[src/rtl/req_gnt_requester_if.sv]
// ----------------------------------------------------------------------------
// req_gnt_requester_if
//
// Bundles the two handshakes of the requester stage:
//   * producer side : job_valid / job_len / job_ready (valid-ready push)
//   * granter side  : req / gnt (level request, registered grant)
//
// Modports:
//   master - the requester itself (consumes jobs, drives req, samples gnt)
//   slave  - the environment around it (producer + granter)
//
// Parameters:
//   LEN_W  width of the job length field
// ----------------------------------------------------------------------------
interface req_gnt_requester_if #(
    parameter int LEN_W = 4
);
    logic             job_valid;   // producer offers a job
    logic [LEN_W-1:0] job_len;     // cycles to hold req after grant
    logic             job_ready;   // FIFO can accept a job this cycle
    logic             req;         // request towards the granter
    logic             gnt;         // grant back from the granter

    modport master (
        input  job_valid,
        input  job_len,
        input  gnt,
        output job_ready,
        output req
    );

    modport slave (
        output job_valid,
        output job_len,
        output gnt,
        input  job_ready,
        input  req
    );
endinterface

[src/rtl/req_gnt_requester.sv]
// ----------------------------------------------------------------------------
// req_gnt_requester
//
// Upstream requester stage for a registered request/grant granter. Jobs from a
// producer are queued in a small FIFO and issued one at a time: for each job
// the block raises req, waits for gnt, keeps req up for the job's length, then
// drops req and waits for gnt to fall before taking the next job. A bounded
// wait in the request phase flags grant timeouts; normal completions are
// counted.
//
// Parameters:
//   DEPTH    job FIFO entries (power of two, >= 2)
//   LEN_W    width of the job length field
//   TIMEOUT  max cycles spent requesting without gnt before abort (>= 2)
//   CNT_W    width of the completed-job counter
//
// Ports:
//   clk          clock, all flops on the rising edge
//   rstn         asynchronous active-low reset
//   bus          master side of req_gnt_requester_if
//                  job_valid/job_len in, job_ready out (push = valid & ready)
//                  req out, gnt in (granter answers one cycle after req)
//   busy         FSM not idle or FIFO not empty
//   done         one-cycle pulse per normally completed job
//   timeout_err  one-cycle pulse per job aborted by grant timeout
//   done_cnt     number of normal completions, wraps modulo 2^CNT_W
//   fifo_level   current FIFO occupancy (0..DEPTH)
// ----------------------------------------------------------------------------
module req_gnt_requester #(
    parameter int DEPTH   = 4,
    parameter int LEN_W   = 4,
    parameter int TIMEOUT = 15,
    parameter int CNT_W   = 8
) (
    input  logic                   clk,
    input  logic                   rstn,
    req_gnt_requester_if.master    bus,
    output logic                   busy,
    output logic                   done,
    output logic                   timeout_err,
    output logic [CNT_W-1:0]       done_cnt,
    output logic [$clog2(DEPTH):0] fifo_level
);

    localparam int PTR_W  = $clog2(DEPTH);
    localparam int LVL_W  = PTR_W + 1;
    localparam int WAIT_W = (TIMEOUT > 1) ? $clog2(TIMEOUT) : 1;

    localparam logic [LVL_W-1:0]  LVL_FULL  = LVL_W'(DEPTH);
    localparam logic [WAIT_W-1:0] WAIT_LAST = WAIT_W'(TIMEOUT - 1);

    typedef enum logic [1:0] {
        S_IDLE    = 2'd0,
        S_REQ     = 2'd1,
        S_HOLD    = 2'd2,
        S_RELEASE = 2'd3
    } state_t;

    // A zero-length job would otherwise underflow the hold compare; it is
    // treated as the shortest legal hold of one cycle.
    function automatic logic [LEN_W-1:0] norm_len(input logic [LEN_W-1:0] raw);
        return (raw == '0) ? LEN_W'(1) : raw;
    endfunction

    // ------------------------------------------------------------------
    // Declarations
    // ------------------------------------------------------------------
    state_t            state_q, state_d;

    logic [LEN_W-1:0]  mem_q [DEPTH];
    logic [PTR_W-1:0]  wr_ptr_q, wr_ptr_d;
    logic [PTR_W-1:0]  rd_ptr_q, rd_ptr_d;
    logic [LVL_W-1:0]  level_q, level_d;
    logic              push;
    logic              pop;
    logic              ready;
    logic [LEN_W-1:0]  head_len;

    logic [LEN_W-1:0]  len_q, len_d;
    logic [LEN_W-1:0]  hold_cnt_q, hold_cnt_d;
    logic [WAIT_W-1:0] wait_cnt_q, wait_cnt_d;
    logic              abort_q, abort_d;
    logic              done_q, done_d;
    logic              terr_q, terr_d;
    logic [CNT_W-1:0]  done_cnt_q, done_cnt_d;

    // ------------------------------------------------------------------
    // Job FIFO
    // ------------------------------------------------------------------
    // Readiness looks only at the registered level, so a pop in the same
    // cycle never opens a slot early; that keeps job_ready free of any
    // path from the FSM.
    assign ready    = (level_q < LVL_FULL);
    assign push     = bus.job_valid & ready;
    assign pop      = (state_q == S_IDLE) && (level_q != '0);
    assign head_len = mem_q[rd_ptr_q];

    always_comb begin
        wr_ptr_d = wr_ptr_q;
        rd_ptr_d = rd_ptr_q;
        level_d  = level_q;
        // DEPTH is a power of two, so natural overflow wraps the pointers.
        if (push) begin
            wr_ptr_d = wr_ptr_q + PTR_W'(1);
        end
        if (pop) begin
            rd_ptr_d = rd_ptr_q + PTR_W'(1);
        end
        case ({push, pop})
            2'b10:   level_d = level_q + LVL_W'(1);
            2'b01:   level_d = level_q - LVL_W'(1);
            default: level_d = level_q;
        endcase
    end

    // ------------------------------------------------------------------
    // Issue FSM: next state and registered pulses
    // ------------------------------------------------------------------
    always_comb begin
        state_d    = state_q;
        len_d      = len_q;
        hold_cnt_d = hold_cnt_q;
        wait_cnt_d = wait_cnt_q;
        abort_d    = abort_q;
        done_d     = 1'b0;
        terr_d     = 1'b0;
        done_cnt_d = done_cnt_q;

        case (state_q)
            S_IDLE: begin
                if (level_q != '0) begin
                    len_d      = norm_len(head_len);
                    wait_cnt_d = '0;
                    abort_d    = 1'b0;
                    state_d    = S_REQ;
                end
            end

            S_REQ: begin
                if (bus.gnt) begin
                    hold_cnt_d = '0;
                    state_d    = S_HOLD;
                end else if (wait_cnt_q == WAIT_LAST) begin
                    terr_d  = 1'b1;
                    abort_d = 1'b1;
                    state_d = S_RELEASE;
                end else begin
                    wait_cnt_d = wait_cnt_q + WAIT_W'(1);
                end
            end

            // The grant is not re-checked here: once granted, the job owns
            // the resource for its full length.
            S_HOLD: begin
                if (hold_cnt_q == len_q - LEN_W'(1)) begin
                    abort_d = 1'b0;
                    state_d = S_RELEASE;
                end else begin
                    hold_cnt_d = hold_cnt_q + LEN_W'(1);
                end
            end

            // Leave only after the granter has visibly let go, so the next
            // request can never be mistaken for a stale grant.
            S_RELEASE: begin
                if (!bus.gnt) begin
                    state_d = S_IDLE;
                    if (!abort_q) begin
                        done_d     = 1'b1;
                        done_cnt_d = done_cnt_q + CNT_W'(1);
                    end
                end
            end

            default: begin
                state_d = S_IDLE;
            end
        endcase
    end

    // ------------------------------------------------------------------
    // Control registers (reset)
    // ------------------------------------------------------------------
    always_ff @(posedge clk or negedge rstn) begin
        if (!rstn) begin
            state_q    <= S_IDLE;
            wr_ptr_q   <= '0;
            rd_ptr_q   <= '0;
            level_q    <= '0;
            hold_cnt_q <= '0;
            wait_cnt_q <= '0;
            abort_q    <= 1'b0;
            done_q     <= 1'b0;
            terr_q     <= 1'b0;
            done_cnt_q <= '0;
        end else begin
            state_q    <= state_d;
            wr_ptr_q   <= wr_ptr_d;
            rd_ptr_q   <= rd_ptr_d;
            level_q    <= level_d;
            hold_cnt_q <= hold_cnt_d;
            wait_cnt_q <= wait_cnt_d;
            abort_q    <= abort_d;
            done_q     <= done_d;
            terr_q     <= terr_d;
            done_cnt_q <= done_cnt_d;
        end
    end

    // ------------------------------------------------------------------
    // Data registers (no reset: only read after being written)
    // ------------------------------------------------------------------
    always_ff @(posedge clk) begin
        if (push) begin
            mem_q[wr_ptr_q] <= bus.job_len;
        end
        len_q <= len_d;
    end

    // ------------------------------------------------------------------
    // Outputs
    // ------------------------------------------------------------------
    // req is a pure decode of the state register, so an asynchronous reset
    // drops it immediately.
    assign bus.req       = (state_q == S_REQ) || (state_q == S_HOLD);
    assign bus.job_ready = ready;
    assign busy          = (state_q != S_IDLE) || (level_q != '0);
    assign done          = done_q;
    assign timeout_err   = terr_q;
    assign done_cnt      = done_cnt_q;
    assign fifo_level    = level_q;

    // ------------------------------------------------------------------
    // Invariants
    // ------------------------------------------------------------------
    a_pulse_exclusive: assert property (
        @(posedge clk) disable iff (!rstn) !(done_q && terr_q)
    );

    a_level_bounded: assert property (
        @(posedge clk) disable iff (!rstn) level_q <= LVL_FULL
    );

endmodule
[src/flat_wrapper.sv]
// flat-port wrapper written by rule: the top's interface ports become plain ports
module req_gnt_requester_flat 
#(
    parameter int DEPTH   = 4,
    parameter int LEN_W   = 4,
    parameter int TIMEOUT = 15,
    parameter int CNT_W   = 8
)
  (clk, rstn, busy, done, timeout_err, done_cnt, fifo_level, bus_job_valid, bus_job_len, bus_gnt, bus_job_ready, bus_req);
  req_gnt_requester_if #(.LEN_W(LEN_W)) bus_i ();
  input  logic clk;
  input  logic rstn;
  output logic busy;
  output logic done;
  output logic timeout_err;
  output logic [CNT_W-1:0] done_cnt;
  output logic [$clog2(DEPTH):0] fifo_level;
  input wire logic [$bits(bus_i.job_valid)-1:0] bus_job_valid;
  input wire logic [$bits(bus_i.job_len)-1:0] bus_job_len;
  input wire logic [$bits(bus_i.gnt)-1:0] bus_gnt;
  output wire logic [$bits(bus_i.job_ready)-1:0] bus_job_ready;
  output wire logic [$bits(bus_i.req)-1:0] bus_req;
  assign bus_i.job_valid = bus_job_valid;
  assign bus_i.job_len = bus_job_len;
  assign bus_i.gnt = bus_gnt;
  assign bus_job_ready = bus_i.job_ready;
  assign bus_req = bus_i.req;
  req_gnt_requester #(.DEPTH(DEPTH), .LEN_W(LEN_W), .TIMEOUT(TIMEOUT), .CNT_W(CNT_W)) u_core (.clk(clk), .rstn(rstn), .bus(bus_i), .busy(busy), .done(done), .timeout_err(timeout_err), .done_cnt(done_cnt), .fifo_level(fifo_level));
endmodule
[config.mk]
export PLATFORM = sky130hd
export DESIGN_NAME = req_gnt_requester_flat
export DESIGN_NICKNAME = d
export VERILOG_FILES = /design/src/rtl/req_gnt_requester_if.sv /design/src/rtl/req_gnt_requester.sv /design/src/flat_wrapper.sv
export SDC_FILE = /design/constraint.sdc
export NUM_CORES = 1
export LEC_CHECK = 0
export ABC_AREA = 0
export BUFFER_PORTS_ARGS = -buffer_cell sky130_fd_sc_hd__buf_2
export CAP_MARGIN = 15
export CORE_ASPECT_RATIO = 0.7
export CORE_UTILIZATION = 62
export CTS_CLUSTER_DIAMETER = 50
export DETAILED_ROUTE_END_ITERATION = 8
export PLACE_DENSITY_LB_ADDON = 0.15
export SYNTH_ARGS = -nofsm -noshare
export SYNTH_HDL_FRONTEND = slang
export SYNTH_SLANG_ARGS = --single-unit
[constraint.sdc]
create_clock -name clk -period 6.2 [get_ports clk]
set_input_delay 0.31 -clock clk [delete_from_list [all_inputs] [get_ports clk]]
set_output_delay 0.31 -clock clk [all_outputs]
set_load 0.02 [all_outputs]
[Word-level counts from Yosys, hierarchy flattened]
Memory sizes are Yosys's and may differ from the RTL's.
Index checks and enable logic that the tools add are counted.
Word-level totals
  register bits after elaboration: 32
  bits in writable memories: 16
  input bits: 8
  logic and storage cells: 84
  memories: 1
Memory list
  u_core.mem_q: depth 4, width 4, read ports 1, clocked after memory_dff 0, write ports 1, RTL line req_gnt_requester.sv:70  | logic [LEN_W-1:0] mem_q [DEPTH];
Cells by class
  $add $sub $neg: 8
  order comparisons: 1
  eq/ne operators: 16
  muxes and demuxes: 27
  bitwise logic cells: 3
  reductions and logical operators: 17
Operators by type and width (count)
  $mux W4: 5
  $pmux W4 S2: 2
  $mux W1: 12
  $ne A2 B2 Y1 const B: 6
  $mux W2: 5
  $add A4 B1 Y4 const B: 2
  $add A8 B1 Y8 const B: 1
  $pmux W2 S4: 1
  $reduce_and A4 Y1: 2
  $reduce_bool A2 Y1: 4
  $eq A2 B2 Y1 const B: 3
  $pmux W3 S2: 1
  $reduce_and A3 Y1: 2
  $reduce_bool A3 Y1: 2
  $reduce_and A5 Y1: 1
  $add A2 B1 Y2 const B: 2
  $eq A2 B1 Y1 const B: 2
  $eq A4 B4 Y1: 1
  $eq A4 B4 Y1 const B: 1
  $logic_not A4 Y1: 1
  $ne A2 B1 Y1 const B: 2
  $sub A4 B1 Y4 const B: 1
  $add A3 B1 Y3 const B: 1
  $lt A3 B3 Y1 const B: 1
  9 further kinds: 11

[Depth between registers and ports, before layout]
Gate-level depths: netlist of the first run.
  depth after elaboration: 4
  depth in mapped cells: 10
  depth with buffers taken out: 10

[Worst setup path before layout of the first run]
No wires, ideal clock.
  kind: register to register
  start: register u_core.state_q[0]
  end: register u_core.level_q[2] (netlist: u_core.fifo_level[2])
  setup time: 0.080 ns
  arrival: 1.918 ns
  required time: 6.120 ns
  path slack: 4.202 ns
  stages on the path, launching flop included: 11
  path buffers: 0
  period minus slack after synthesis: 1.998 ns
  cells stage by stage: dfrtp_1 inv_1 ha_1 o31ai_1 inv_1 ha_1 inv_1 fa_1 xor2_1 nor2_1 xnor2_1
Between the ends
  word-level cells in the longest chain between the ends: 4
  elaborated cells between the ends (all ways): 6
  classes of those cells: eq/ne: 2; mux: 1; reduce/logical: 3
RTL lines
  start, declared: RTL line req_gnt_requester.sv:68  | state_t state_q, state_d;
  start signal, assigned: RTL line req_gnt_requester.sv:197  | state_q <= state_d;
  $logic_not A2 Y1 *: RTL line req_gnt_requester.sv:95  | assign pop = (state_q == S_IDLE) && (level_q != '0);
  $logic_and A1 B1 Y1 *: RTL line req_gnt_requester.sv:95
  net u_core.pop: RTL line req_gnt_requester.sv:75  | logic pop;
  $eq A2 B1 Y1 or $eq A2 B2 Y1 (tied branches): RTL line req_gnt_requester.sv:109  | case ({push, pop})
  $pmux W3 S2 or $reduce_bool A2 Y1 (tied branches)
  end signal, assigned: RTL line req_gnt_requester.sv:200  | level_q <= level_d;
  end, declared: RTL line req_gnt_requester.sv:73  | logic [LVL_W-1:0] level_q, level_d;
The timed path passes the listed nets; every way through them passes the cells marked *.
A chain may end at the register's enable or synchronous reset.

[Worst setup path in the final report of the first run]
  start: register u_core.state_q[0]
  end: output busy
Between the ends
  word-level cells in the longest chain between the ends: 2
RTL lines
  $reduce_bool A2 Y1: RTL line req_gnt_requester.sv:227  | assign busy = (state_q != S_IDLE) || (level_q != '0);
  $logic_or A1 B1 Y1: RTL line req_gnt_requester.sv:227
  end, declared: RTL line flat_wrapper.sv:13  | output logic busy;
Every way passes these cells.

==> results of run 1 <==
## cell type report
| type | count | area [sq um] |
|---|---|---|
| Tap cell | 50 | 62.6 |
| Sequential cell | 48 | 1300 |
| Fill cell | 235 | 968 |
| Inverter | 15 | 56.3 |
| Multi-Input combinational cell | 127 | 990 |
| Clock inverter | 3 | 18.8 |
| Timing Repair Buffer | 23 | 115 |
| Clock buffer | 5 | 68.8 |
## cells by family (layout without fill, tap and decap cells)
logic type / Yosys count / count (layout) / synth area share [%]
simple gates: 59 / 59 / 13.6
xor+xnor: 21 / 21 / 7.74
buf+inv: 20 / 46 / 3.53
flops: 48 / 48 / 54.8
fa+ha+maj: 16 / 16 / 8.75
compound gates: 24 / 24 / 6.22
mux: 7 / 7 / 5.32
## metrics by stage
stage | total power [mW] | util [%] | cell area (sq um) | cells | hold WS, ps
floorplan | 0.945 | - | 2370 | 195 | 14.4
global placement | 1.04 | 70.5 | 2520 | 263 | 348
detailed placement | 1.09 | 70.5 | 2520 | 263 | 365
CTS | 1.27 | 73.0 | 2610 | 271 | 34.1
global route | 1.37 | 73.0 | 2610 | 271 | 63.2
finish | 1.27 | 73.0 | 2610 | 271 | 10.6
## worst register-to-register path, cell delays in order, from the launching register on
cell	delay, ps
dfrtp_1	410
inv_1	160
ha_1	210
nor4b_1	640
a21oi_1	140
or2b_2	210
a21o_1	120
mux2_4	300
## cells in the mapped netlist (all sizes together), types with 5 or more instances
master and instances:
dfrtp 28, and2 5, a21oi 5, nand2 16
nor2 8, xnor2 16, o21ai 9, nor2b 5
ha 15, xor2 5, edfxtp 20, inv 15
## where the power goes
| part | internal [mW] | switching (mW) |
|---|---|---|
| Sequential | 0.434 | 0.0971 |
| Combinational | 0.244 | 0.310 |
| Clock | 0.0780 | 0.107 |
## flip-flops by register name (all words and copies together) (netlist names), 2 cells and up
register	flops
u_core.done_cnt	8
u_core.fifo_level	3
u_core.hold_cnt_q	4
u_core.len_q	4
u_core.mem_q	16
u_core.rd_ptr_q	2
u_core.state_q	2
u_core.wait_cnt_q	4
u_core.wr_ptr_q	2
## worst paths after layout
kind / start / slack [ps] / endpoint / cells past startpoint
max in group asynchronous: rstn / 5770 / u_core.wr_ptr_q[0] / 1
worst min register to register: u_core.done_cnt[7] / 480 / u_core.done_cnt[7] / 1
worst min-delay path: rstn / 10 / u_core.wait_cnt_q[1] / 1
min in group clk: bus_job_len[2] / 230 / u_core.mem_q[1][2] / 1
worst max register to register: u_core.state_q[0] / 3910 / u_core.state_q[1] / 7
worst max-delay path: u_core.state_q[0] / 3710 / busy / 5
## metal layers
metal,share of wire [%],GRT usage (%),vias to the layer above
met5,0,0,-
met4,1.4,10.9,0
met3,5.3,5.76,7
met2,49,43.2,45
met1,45,30.0,738
li1,-,-,727
==> impl_metrics.py, run 1 <==
metrics = {
    "outcome": {
        "status": "finished, final reports clean",
    },
    "cells_and_area": {
        "areaGrowthSynthToFinish_pct": 10.0,
        "fin_nets": 244,
        "final_common_cell": "dfrtp_1",
        "mostFrequentLayoutCells": "dfrtp_1 (28), buf_2 (23), edfxtp_1 (20)",
        "drive_above_1_share_pct": 18.1,
        "num_antenna_cells": 0,
    },
    "cts": {
        "numCtsBuffers": 5,
        "cts_tree": "yes",
        "clkSlewWorstSetupHoldPaths_ps": 90,
        "root_buffer": "clkbuf_8",
        "clock_latency_ps": 300,
        "cts_hold_buf": 0,
        "cts_buffer_depth": 2,
        "cts_resized": 0,
        "post_cts_buffers": 0,
        "cts_max_level": 2,
        "clock-sinks": 48,
    },
    "grt": {
        "grt_pass1_vias": 1490,
        "antenna_found_initial": 0,
        "grt_max_degree": 29,
        "grt_use_total_pct": 24.5,
        "grt_overflow": 0,
        "grt_first_pass_wirelength_mm": 7.21,
    },
    "critical_path": {
        "critical_path.slowest_cell": "nor4b_1",
        "critPathMaxStageDelay_ps": 640,
        "worstSetupStartpointType": "flip-flop",
        "critPathCaptureType": "primary output",
        "cp_max_fo": 5,
        "critPathMostFrequentCell": "inv_1",
        "path_buf_inv": 3,
        "crit_required_ps": 5890,
        "worstSetupPathType": "reg2out",
        "crit_arrival_ps": 2180,
        "crit_chain": "inv_1 > ha_1 > nor4b_1 > inv_1 > buf_2",
        "cpLargestDelayFamily": "simple AND/OR/NAND/NOR gates",
    },
    "timing": {
        "final-hold-violation-count": 0,
        "clock_skew_ps": 10.0,
        "fin_tns_setup_ps": 0,
        "rsz0062_at_grt": "no",
        "drv_slew": 0,
        "fmax_mhz": 402,
        "max_slew_margin_pct": 48.3,
        "fin_crit_ps": 2490,
        "worstMarginPinSlew_ps": 764,
        "fin_crit_sh_pct": 40.1,
        "setup-violations-final": 0,
        "setup_ws_ps": 3710,
    },
    "logic_synthesis": {
        "synth_edf_count": 20,
        "ys_seq_area_share_pct": 54.8,
        "syn_area_sq_mm": 0.00237,
        "syn_avg_cell_area_sq_um": 12.2,
        "yosysWarnings": 0,
        "synth_top_flop_cell": "dfrtp_1",
        "synth_area_leaders": "dfrtp_1 (30%), edfxtp_1 (25%), ha_1 (7.9%)",
        "synthesis.nets": 219,
        "synth_cell_types": 42,
        "syn_inst": 195,
        "yosys.area.top_type": "dfrtp_1",
        "synth_top_area_share_pct": 29.5,
        "synth-seq-cells": 48,
        "async_flop_share_pct": 58.3,
    },
    "routing": {
        "antenna_left": 0,
        "dr.first_iter.drc_count": 132,
        "viasPerCell": 5.60,
        "dr.pass1.iters": 4,
        "post_drt_wl_per_cell_um": 16.0,
        "totalWireLength_mm": 4.34,
        "vias": 1517,
        "route.detailed.drc": 0,
    },
    "floorplanning": {
        "floorplan.rows": 18,
        "die_w_um": 76.0,
        "core_sq_mm": 0.00358,
        "dieHeight_um": 53.8,
        "start_util_pct": 66.3,
        "die-area_sq_mm": 0.00409,
        "ios": 24,
    },
    "placement": {
        "dpl.hpwl_mm": 3.27,
        "pre_cts_ws_ps": 3900,
        "place_congestion": 0.812,
        "portBuffers": 23,
    },
    "power": {
        "power_leakage_nw": 1.13,
        "ir_drop_v": 0.000366,
        "powerDensity_mw_per_mm2": 486,
    },
    "run": {
        "drv_cap": 0,
    },
    "hold_path": {
        "hp-class": "in2async",
    },
}
Note: power is estimated with default switching activity, not from simulation.
==> run 2, diff against run 1 <==
CORE_UTILIZATION = 58   (was 62)
clock period = 2.6 ns   (was 6.2 ns; I/O delays follow)
==> run 2 against run 1 <==
  * Combinational power grew 140%
  * Highest routed layer unchanged
  * Total power grew 140%
  * Register-to-register slack lost 3600 ps
  * Count of clock-buffer cells in the layout is the same
  * Non-clock buffer count grew 3
==> impl_metrics.py, run 2 (synthesis results as in run 1) <==
metrics = {
    "hold_path": {
        "hp-class": "in2reg",
        "min_from": "bus_job_len[2]",
        "hold-path-endpoint": "u_core.mem_q[2][2]",
        "hold_depth": 1,
    },
    "critical_path": {
        "rr_endpoint": "u_core.fifo_level[2]",
        "r2r_slack_ps": 340,
        "critPathCaptureType": "flip-flop",
        "crit_arrival_ps": 2480,
        "worstSetupStartpointType": "flip-flop",
        "worst-r2r-cell-count": 10,
        "crit_required_ps": 2820,
        "r2r_start": "u_core.state_q[0]",
        "cp_max_fo": 6,
        "worstSetupPathType": "reg2reg",
    },
    "power": {
        "p_comb_share_pct": 43.4,
        "power.total_mw": 3.02,
        "power_leakage_nw": 1.15,
        "ir_drop_v": 0.000762,
        "switching_share_pct": 40.1,
        "powerDensity_mw_per_mm2": 1140,
        "p_int_mw": 1.81,
        "seqPwrFrac_pct": 42.1,
        "netSwitchingPower_mw": 1.21,
        "clkPwrFrac_pct": 14.6,
    },
    "cells_and_area": {
        "areaGrowthSynthToFinish_pct": 11.2,
        "stdcell_count": 276,
        "num_antenna_cells": 0,
        "top_register": "u_core.mem_q",
        "drive_above_1_share_pct": 18.8,
        "fin_nets": 247,
        "final_common_cell": "dfrtp_1",
        "mostFrequentLayoutCells": "dfrtp_1 (28), buf_2 (23), edfxtp_1 (20)",
        "utilization_pct": 67.3,
        "largest_register_ffs": 16,
    },
    "grt": {
        "grt_overflow": 0,
        "met1_usage_pct": 31.8,
        "grt_first_pass_wirelength_mm": 7.45,
        "grt_use_met3_pct": 5.45,
        "antenna_found_initial": 0,
        "grt_pass1_vias": 1544,
        "grt_busiest_layer": "met2",
        "grt_max_degree": 29,
        "use_met2_pct": 35.6,
        "grt_use_total_pct": 23.0,
    },
    "cts": {
        "cts_max_level": 2,
        "post_cts_buffers": 0,
        "root_buffer": "clkbuf_8",
        "cts_resized": 0,
        "cts_tree": "yes",
        "clkSlewWorstSetupHoldPaths_ps": 90,
        "clock_latency_ps": 300,
        "numCtsBuffers": 5,
        "clock-sinks": 48,
        "cts_hold_buf": 1,
        "cts_buffer_depth": 2,
    },
    "timing": {
        "rsz0062_at_grt": "no",
        "fin_crit_sh_pct": 87.0,
        "clock_skew_ps": 8.25,
        "worstMarginPinSlew_ps": 647,
        "max_slew_margin_pct": 56.9,
        "fin_tns_setup_ps": 0,
        "fin_crit_ps": 2260,
        "hold_slack_ps": 53.2,
        "final-hold-violation-count": 0,
        "fmax_mhz": 442,
        "setup-violations-final": 0,
        "drv_slew": 0,
    },
    "placement": {
        "place_congestion": 0.722,
        "dpl.hpwl_mm": 3.26,
        "portBuffers": 23,
        "placed_cells": 267,
    },
    "floorplanning": {
        "start_util_pct": 60.5,
        "die-area_sq_mm": 0.00436,
        "ios": 24,
        "dieHeight_um": 55.5,
        "die_w_um": 78.5,
        "floorplan.rows": 19,
        "core_sq_mm": 0.00392,
    },
    "run": {
        "drv_cap": 0,
    },
    "routing": {
        "route.detailed.drc": 0,
        "post_drt_wl_per_cell_um": 15.7,
        "dr.pass1.iters": 4,
        "totalWireLength_mm": 4.34,
        "viasPerCell": 5.57,
        "dr.first_iter.drc_count": 101,
        "antenna_left": 0,
        "vias": 1536,
    },
    "outcome": {
        "status": "finished, final reports clean",
    },
}
## run 2: metal layers
layer	share of wire [%]	vias up
met5	0	-
met4	1.8	0
met3	4.2	9
met2	48	44
met1	46	749
li1	-	734
## run 2: area by class of cell
cell class | count | area [sq um]
sequential | 48 | 1300
fill | 309 | 1280
multi-input combinational | 127 | 990
timing repair buffer | 26 | 140
clock buffer | 5 | 68.8
tap | 52 | 65.1
inverter | 15 | 56.3
clock inverter | 3 | 18.8
## run 2: through the flow
stage	setup WS [ps]	cell area, sq um
floorplan	602	2370
global placement	505	2540
detailed placement	366	2540
CTS	332	2640
global route	185	2640
finish	339	2640
## run 2: worst max path at each step
stage                 startpoint                   end  cells past startpoint
6_report       u_core.state_q[0]  u_core.fifo_level[2]                     10
5_1_grt        u_core.state_q[0]  u_core.fifo_level[2]                     10
4_1_cts        u_core.state_q[0]  u_core.fifo_level[2]                     10
3_5_place_dp   u_core.state_q[0]  u_core.fifo_level[2]                     10
3_3_place_gp     u_core.len_q[0]     u_core.state_q[1]                      6
2_1_floorplan  u_core.state_q[0]  u_core.fifo_level[2]                     10
## run 2: power groups by stage
stage / logic [mW] / registers, mW / clock network (mW)
floorplan: 0.974 / 1.28 / 0
global placement: 1.23 / 1.26 / 0
detailed placement: 1.32 / 1.29 / 0
CTS: 1.32 / 1.27 / 0.443
global route: 1.47 / 1.31 / 0.477
finish: 1.31 / 1.27 / 0.441
## run 2: worst max-delay path, cell delays in order (launching register included)
cell,delay [ps]
dfrtp_1,420
inv_1,150
ha_1,210
o31ai_1,130
inv_1,210
ha_1,230
inv_1,60
fa_1,370
xor2_1,150
nor2_1,110
xnor2_1,130
==> run 3, diff against run 2 <==
CORE_ASPECT_RATIO = unset   (was 0.7)
CORE_MARGIN = 2   (was unset)
HOLD_SLACK_MARGIN = 0.12   (was unset)
==> run 3 against run 2 <==
  * Core utilization is 0.62 points higher
  * Clock power grew 24%
  * Non-clock buffer count rose by 3
  * Setup slack gained 52 ps
  * Via count shrank 0.98%
  * Die area is 6.0% higher
  * First-iteration DRC count increased by 6.9%
  * Worst hold slack improved by 85 ps
  * Cell count increased by 0.36%
  * Wire length decreased by 9.2%
  * Count of clock-buffer cells in the layout stayed put
  * Critical path depth decreased by 4
  * Critical path type unchanged
==> impl_metrics.py, run 3 (synthesis results as in run 1) <==
metrics = {
    "floorplanning": {
        "die_w_um": 68.0,
        "start_util_pct": 59.8,
        "dieHeight_um": 68.0,
        "core_sq_mm": 0.00397,
        "floorplan.rows": 23,
        "ios": 24,
        "die-area_sq_mm": 0.00462,
    },
    "critical_path": {
        "cp_max_fo": 13,
        "critPathCaptureType": "flip-flop",
        "worstSetupStartpointType": "flip-flop",
        "worstSetupPathType": "reg2reg",
        "crit_required_ps": 2800,
        "crit_arrival_ps": 2410,
    },
    "timing": {
        "fmax_mhz": 453,
        "setup_ws_ps": 391,
        "fin_tns_setup_ps": 0,
        "hold_slack_ps": 138,
        "max_slew_margin_pct": 58.0,
        "worstMarginPinSlew_ps": 630,
        "setup-violations-final": 0,
        "clock_skew_ps": 7.60,
        "fin_crit_sh_pct": 85.0,
        "rsz0062_at_grt": "no",
        "drv_slew": 0,
        "final-hold-violation-count": 0,
        "fin_crit_ps": 2210,
    },
    "cells_and_area": {
        "fill_cells": 287,
        "num_antenna_cells": 0,
        "largest_register_ffs": 16,
        "mostFrequentLayoutCells": "dfrtp_1 (28), buf_2 (23), edfxtp_1 (20)",
        "ff_latch_area_sq_mm": 0.00130,
        "stdcell_count": 277,
        "final_common_cell": "dfrtp_1",
        "multi_input_area_sq_um": 990,
        "utilization_pct": 67.9,
        "stdcell_area_sq_mm": 0.00270,
        "fin_nets": 250,
        "drive_above_1_share_pct": 18.5,
        "areaGrowthSynthToFinish_pct": 13.6,
        "top_register": "u_core.mem_q",
    },
    "placement": {
        "portBuffers": 23,
        "place_area_sq_mm": 0.00253,
        "place_congestion": 0.730,
        "placed_cells": 264,
        "dpl.hpwl_mm": 2.90,
        "pre_cts_ws_ps": 425,
    },
    "routing": {
        "totalWireLength_mm": 3.94,
        "dr.pass1.iters": 4,
        "antenna_left": 0,
        "route.detailed.drc": 0,
        "vias": 1521,
        "post_drt_wl_per_cell_um": 14.2,
        "dr.first_iter.drc_count": 108,
        "viasPerCell": 5.49,
    },
    "outcome": {
        "status": "finished, final reports clean",
    },
    "cts": {
        "numCtsBuffers": 5,
        "root_buffer": "clkbuf_8",
        "post_cts_buffers": 0,
        "cts_resized": 0,
        "clock-sinks": 48,
        "cts_max_level": 2,
        "cts_buffer_depth": 2,
        "cts_tree": "yes",
        "clock_latency_ps": 300,
        "clkSlewWorstSetupHoldPaths_ps": 90,
    },
    "grt": {
        "grt_first_pass_wirelength_mm": 6.40,
        "antenna_found_initial": 0,
        "grt_max_degree": 29,
        "grt_use_total_pct": 19.5,
        "grt_pass1_vias": 1443,
        "grt_overflow": 0,
    },
    "power": {
        "powerDensity_mw_per_mm2": 1150,
        "power.total_mw": 3.09,
        "p_int_mw": 1.91,
        "power_leakage_nw": 1.18,
        "netSwitchingPower_mw": 1.19,
        "switching_share_pct": 38.3,
        "ir_drop_v": 0.000846,
        "clkPwrFrac_pct": 17.6,
        "p_comb_share_pct": 41.6,
        "seqPwrFrac_pct": 40.7,
    },
    "run": {
        "drv_cap": 0,
    },
    "hold_path": {
        "hp-class": "in2reg",
    },
}
## run 3: cell count changes in the layout (fill, tap and decap cells not counted)
cell           before  now
bufinv_16           0    1
clkinvlp_4          2    1
clkinv_1            1    0
inv_6               0    1
buf_4               2    1
dlygate4sd3_1       1    5
## run 3: power by group through the flow
stage                     clock [mW]  combinational (mW)  sequential, mW
after CTS                      0.559                1.29            1.26
after global routing           0.592                1.45            1.29
after global placement             0                1.23            1.26
after floorplan                    0               0.974            1.28
final                          0.545                1.29            1.26
after detailed placement           0                1.28            1.28
## run 3: final timing paths
path	start	end	slack (ps)	cells past startpoint
setup / recovery	u_core.len_q[0]	u_core.state_q[1]	390	6
hold / removal	bus_gnt	u_core.done	140	2
hold reg to reg	u_core.done_cnt[7]	u_core.done_cnt[7]	480	1
setup reg to reg	u_core.len_q[0]	u_core.state_q[1]	390	6
min in group asynchronous	rstn	u_core.hold_cnt_q[0]	370	2
max in group asynchronous	rstn	u_core.wr_ptr_q[1]	1820	2
## run 3: routing by layer
layer	wire [um]	track usage, %
met1	1730	23.3
met2	1900	30.9
met3	202	5.76
met4	110	12.0
met5	0	0
## run 3: repair_timing
action / 4_1_cts / 5_1_grt
hold endpoints to repair: 44 / 0
hold buffers: 5 / 0
setup endpoints to repair: 0 / 0
## run 3: critical path: stages, from the launching register on
cell,delay [ps]
edfxtp_1,390
inv_1,60
ha_1,320
xnor2_1,140
or4_4,640
a21o_1,240
mux2_4,300
## run 3: layout make-up
class	instances	share of cell area [%]
sequential	48	48.2
multi-input combinational	127	36.7
timing repair buffer	29	6.40
clock buffer	5	2.55
tap	50	2.32
inverter	15	2.09
clock inverter	3	1.72
